==> config.mk <==
export PLATFORM = sky130hd
export DESIGN_NAME = mem_access_stage
export DESIGN_NICKNAME = d
export VERILOG_FILES = /design/src/rtl/mem_access_stage.sv
export SDC_FILE = /design/constraint.sdc
export NUM_CORES = 1
export LEC_CHECK = 0
export CAP_MARGIN = 20
export CELL_PAD_IN_SITES_DETAIL_PLACEMENT = 0
export CELL_PAD_IN_SITES_GLOBAL_PLACEMENT = 1
export CORE_ASPECT_RATIO = 1.1
export CORE_MARGIN = 1.5
export CORE_UTILIZATION = 25
export CTS_BUF_LIST = sky130_fd_sc_hd__clkbuf_8
export CTS_CLUSTER_DIAMETER = 120
export CTS_CLUSTER_SIZE = 10
export DETAILED_ROUTE_END_ITERATION = 8
export PLACE_DENSITY = 0.91
export SLEW_MARGIN = 20
export SYNTH_ARGS = -nofsm -noshare
export SYNTH_HDL_FRONTEND = slang
export SYNTH_SLANG_ARGS = --single-unit
==> constraint.sdc <==
create_clock -name clk -period 3.3 [get_ports clk]
set_clock_uncertainty 0.1 [all_clocks]
set_input_delay 0.66 -clock clk [delete_from_list [all_inputs] [get_ports clk]]
set_output_delay 0.66 -clock clk [all_outputs]
set_load 0.05 [all_outputs]
==> src/rtl/mem_access_stage.sv <==
// Memory-access stage of the predicated pipeline.
// Sits between EX/MEM and MEM/WB. Non-memory instructions pass straight
// through with no added latency; predicated-on, aligned loads/stores run a
// three-state sequence (IDLE -> ACCESS -> DONE) against a ready-handshake
// data-memory port while holding the upstream stages with stall_mem.
//
// Handshake: dmem_req is decoded from the registered state and is high for
// every ACCESS cycle. Address, write enable and store data are stable for the
// whole request because EX/MEM is frozen by stall_mem. The memory completes
// the access by raising dmem_ready for one cycle (with dmem_rdata valid for a
// load); dmem_ready seen in any other state is ignored.
module mem_access_stage #(
  parameter int DATA_W  = 32,
  parameter int REG_AW  = 5,
  parameter int TIMEOUT = 16,
  parameter int CNT_W   = 8
) (
  input  logic              clk,
  input  logic              reset,
  // From EX/MEM
  input  logic              Predicate_ex,
  input  logic [DATA_W-1:0] ALURes_ex,
  input  logic [DATA_W-1:0] StoreData_ex,
  input  logic [REG_AW-1:0] RW_ex,
  input  logic              RegWrite_ex,
  input  logic              RegSel_ex,
  input  logic              MemRead_ex,
  input  logic              MemWrite_ex,
  // To MEM/WB
  output logic              Predicate_mem,
  output logic [DATA_W-1:0] Res_mem,
  output logic [REG_AW-1:0] RW_mem,
  output logic              RegWrite_mem,
  output logic              RegSel_mem,
  // Pipeline control and status
  output logic              stall_mem,
  output logic              mem_err,
  // Data-memory port
  output logic              dmem_req,
  output logic              dmem_we,
  output logic [DATA_W-1:0] dmem_addr,
  output logic [DATA_W-1:0] dmem_wdata,
  input  logic [DATA_W-1:0] dmem_rdata,
  input  logic              dmem_ready,
  // Debug visibility of the FSM state (IDLE=0, ACCESS=1, DONE=2)
  output logic [1:0]        state_dbg
);

  typedef enum logic [1:0] {
    IDLE   = 2'd0,
    ACCESS = 2'd1,
    DONE   = 2'd2
  } state_e;

  // Last counter value before the access is abandoned. Only meaningful when
  // TIMEOUT is non-zero; a zero TIMEOUT disables the check entirely.
  localparam logic [CNT_W-1:0] CNT_LAST = CNT_W'(TIMEOUT - 1);

  state_e            state_q, state_d;
  logic [CNT_W-1:0]  cnt_q, cnt_d;
  logic [DATA_W-1:0] rdata_q, rdata_d;
  logic              err_q, err_d;       // current access timed out
  logic              mem_err_q, mem_err_d; // sticky until reset

  logic memop;
  logic misaligned;
  logic timeout_hit;

  // A memory operation only counts when its predicate is true; a
  // predicated-off load/store behaves exactly like an ALU op.
  assign memop       = (MemRead_ex | MemWrite_ex) & Predicate_ex;
  assign misaligned  = memop & (ALURes_ex[1:0] != 2'b00);
  assign timeout_hit = (TIMEOUT != 0) && (cnt_q == CNT_LAST);

  assign mem_err   = mem_err_q;
  assign state_dbg = state_q;

  // State and datapath registers, cleared asynchronously.
  always_ff @(posedge clk or negedge reset) begin
    if (!reset) begin
      state_q   <= IDLE;
      cnt_q     <= '0;
      rdata_q   <= '0;
      err_q     <= 1'b0;
      mem_err_q <= 1'b0;
    end else begin
      state_q   <= state_d;
      cnt_q     <= cnt_d;
      rdata_q   <= rdata_d;
      err_q     <= err_d;
      mem_err_q <= mem_err_d;
    end
  end

  // Next-state logic: sequencing, wait counting, load capture and errors.
  always_comb begin
    state_d   = state_q;
    cnt_d     = cnt_q;
    rdata_d   = rdata_q;
    err_d     = err_q;
    mem_err_d = mem_err_q;
    case (state_q)
      IDLE: begin
        if (memop) begin
          if (misaligned) begin
            // Misaligned access is dropped; only the sticky flag records it.
            mem_err_d = 1'b1;
          end else begin
            state_d = ACCESS;
            cnt_d   = '0;
          end
        end
      end
      ACCESS: begin
        cnt_d = cnt_q + CNT_W'(1);
        // A completion in the same cycle as the timeout wins.
        if (dmem_ready) begin
          if (MemRead_ex) begin
            rdata_d = dmem_rdata;
          end
          state_d = DONE;
        end else if (timeout_hit) begin
          err_d     = 1'b1;
          mem_err_d = 1'b1;
          state_d   = DONE;
        end
      end
      DONE: begin
        state_d = IDLE;
        err_d   = 1'b0;
      end
      default: begin
        state_d = IDLE;
      end
    endcase
  end

  // Output decode: pass-through, bubble, memory request or result, all held
  // at zero while reset is asserted.
  always_comb begin
    stall_mem     = 1'b0;
    Predicate_mem = 1'b0;
    Res_mem       = '0;
    RW_mem        = '0;
    RegWrite_mem  = 1'b0;
    RegSel_mem    = 1'b0;
    dmem_req      = 1'b0;
    dmem_we       = 1'b0;
    dmem_addr     = '0;
    dmem_wdata    = '0;
    if (reset) begin
      case (state_q)
        IDLE: begin
          if (!memop) begin
            Predicate_mem = Predicate_ex;
            Res_mem       = ALURes_ex;
            RW_mem        = RW_ex;
            RegWrite_mem  = RegWrite_ex;
            RegSel_mem    = RegSel_ex;
          end else if (!misaligned) begin
            // Aligned access starts: hold upstream, emit a bubble.
            stall_mem = 1'b1;
          end
          // Misaligned: bubble with no stall, the instruction retires.
        end
        ACCESS: begin
          stall_mem  = 1'b1;
          dmem_req   = 1'b1;
          dmem_we    = MemWrite_ex;
          dmem_addr  = ALURes_ex;
          dmem_wdata = StoreData_ex;
        end
        DONE: begin
          Predicate_mem = 1'b1;
          RW_mem        = RW_ex;
          RegSel_mem    = RegSel_ex;
          RegWrite_mem  = RegWrite_ex & MemRead_ex & ~err_q;
          if (err_q) begin
            Res_mem = '0;
          end else if (MemRead_ex) begin
            Res_mem = rdata_q;
          end else begin
            Res_mem = ALURes_ex;
          end
        end
        default: begin
          stall_mem = 1'b0;
        end
      endcase
    end
  end

endmodule
==> out/metrics.csv <==
metric;value;unit
final hold vios;0;
wire length per cell;18.5;um
# IOs;219;
Clk pin slew, worst setup/hold paths;90;ps
Final Cycle Share;94.8;%
die width;103;um
Psw;732;uW
CP Max Fanout;32;
Worst-Margin Slew;506;ps
Max transition margin;66.2;%
Final nets;588;
CTS root buffer;clkbuf_8;
mapped cell area;2730;um^2
critical path endpoint category;output port;
post-cts resize count;0;
first-pass GRT wire length;17.3;mm
share of cells above drive strength 1;40.1;%
vias per cell;4.87;
top cell type's share of synthesized area;40.4;%
number of max-cap violations;0;
cell taking the most area after synthesis;dfrtp_1;
1st-iter DRT viols;98;
CTS H-tree depth;2;
CTS tree;done;
status;finished clean;
Int Pwr;1440;uW
max-slew violations;0;
post-synthesis cell type count;33;
CTS Buffer Depth;2;
sequential fraction of the synthesis area;40.4;%
Switching Fraction;33.8;%
CTS Hold Buffers Added;0;
total gr overflow;0;
Post-Synthesis Cells;271;
die area;11500;um^2
iteration count of the initial detailed-routing pass;4;
DRC violations left;0;
Die Y;113;um
largest cells by area after synthesis;dfrtp_1 40%, and3_1 15%, mux2_2 13%;
critical path required time;2540;ps
routed wire length;11.5;mm
Skew-Pair Late Insertion Delay;300;ps
setup TNS;0;ps
synth warn;0;
Clk pwr share;19.2;%
Final Setup Violations;0;
initial antenna violation count;0;
share of total power in combinational logic;42.7;%
sequential share of power;38.1;%
type of the worst setup path;in -> out;
setup ws final;170;ps
peak supply drop;0.174;mV
reg2reg setup slack;970;ps
RSZ-0062 raised after global routing;no;
Tightest Hold Check Type;in -> async;
Max Freq;320;MHz
CORE AREA;10500;um^2
Worst EP arrival;2370;ps
row count;39;
pre-CTS setup slack;198;ps
Initial Util;26.0;%
Total GRT Usage;19.5;%
Static Leak;0.00278;uW
Tmin final;3130;ps
FILL cells;838;
Antenna Cells;0;
largest net degree at the start of global routing;112;
Post-DRT Antenna Nets;0;
Syn-to-layout area delta;129;%
Placer Congestion;0.817;
Mapped Nets;381;
CP startpoint kind;input pin;
Post-CTS Setup Bufs;0;
DP HPWL;9.08;mm
vias;3029;
vias in the first global route;3140;
CTS Sinks;44;
Syn Area/Cell;10.1;um^2
P per Cell Area;348;nW/um^2
IO Port Bufs;218;
TritonCTS Buffers;5;
#FFs+latches synth;44;
per-stage QoR:
stage | total power, uW | util [%] | cell area (um^2) | cells | hold slack, ps
after detailed placement | 1770 | 58.4 | 6130 | 614 | 379
after global placement | 1730 | 58.4 | 6130 | 614 | 370
after floorplan | 1290 | - | 2730 | 271 | 264
final | 2170 | 59.5 | 6240 | 622 | 284
after global routing | 2290 | 59.5 | 6240 | 622 | 324
after CTS | 2190 | 59.5 | 6240 | 622 | 315
worst paths after layout:
check	startpoint	endpoint	cells past startpoint
max in group asynchronous	reset	rdata_q[24]	2
setup reg to reg	state_dbg[1]	rdata_q[23]	4
hold reg to reg	mem_err	mem_err	1
hold / removal	reset	rdata_q[26]	2
setup / recovery	MemRead_ex	Res_mem[6]	7
min in group clk	mem_err	mem_err	1
power groups by stage:
stage,sequential (uW),clock (uW),combinational [uW]
final,827,416,926
after global routing,852,461,981
after detailed placement,838,0,931
after global placement,824,0,908
after floorplan,805,0,487
after CTS,826,436,933
cell usage after synthesis:
cell type,number
and3_1,66
dfrtp_1,44
mux2_2,32
a22o_2,31
clkbuf_1,14
nor2_1,11
nand2_1,9
buf_2,8
and2_1,7
nand3_1,7
o21ai_0,7
a21oi_1,4
a31oi_1,4
buf_6,3
o31ai_1,3
nand2b_1,2
nor4_1,2
or3_1,2
a211oi_1,1
a21oi_4,1
a22o_1,1
and2b_2,1
ha_1,1
inv_1,1
inv_2,1
nand3b_1,1
nor2b_1,1
nor3_1,1
o211ai_1,1
o21a_1,1
or2b_1,1
or3_4,1
or4_1,1
layout by cell type, fill, tap and decap left out, drive strengths merged, types with 2 or more instances in the layout:
cell type and instances:
buf 115, clkdlybuf4s50 110, and3 66, dfrtp 44, mux2 32, a22o 32
nor2 11, nand2 9, o21ai 7, and2 7, nand3 7, clkbuf 5
a21oi 5, a31oi 4, o31ai 3, or3 3, nand2b 2, nor4 2
inv 2
logic make-up after synthesis:
kind of cell | after synthesis | synth area share [%]
muxes | 32 | 13.2
AOI/OAI and AO/OA | 54 | 16.9
DFF | 44 | 40.4
buffers and inverters | 27 | 4.91
adders and majority gates | 1 | 0.459
and+or+nand+nor | 113 | 24.1
critical path, cell delays in order:
cell and delay [ps]:
clkdlybuf4s50_1 510, o21ai_0 270, nand2_1 150, a21oi_4 170, buf_12 220, a22o_1 220, buf_12 150
flip-flops by register name, summed over array words and instances (netlist names):
name       flops
cnt_q          8
mem_err        1
err_q          1
rdata_q       32
state_dbg      2
layer usage:
| layer | global-route usage, % | wire [um] | up-vias |
|---|---|---|---|
| met5 | 0 | 0 | - |
| met4 | 8.40 | 410 | 0 |
| met3 | 5.85 | 1060 | 23 |
| met2 | 34.2 | 5760 | 155 |
| met1 | 21.5 | 4260 | 1431 |
| li1 | - | - | 1420 |
layout make-up:
type | count | area (um^2) | share of cell area [%]
clock buffer | 5 | 68.8 | 1.10
clock inverter | 3 | 42.5 | 0.682
inverter | 2 | 7.51 | 0.120
multi-input combinational | 200 | 1500 | 24.0
sequential | 44 | 1100 | 17.6
tap | 143 | 179 | 2.87
timing repair buffer | 225 | 3340 | 53.5
No activity file was read; power rests on OpenSTA's default activity.
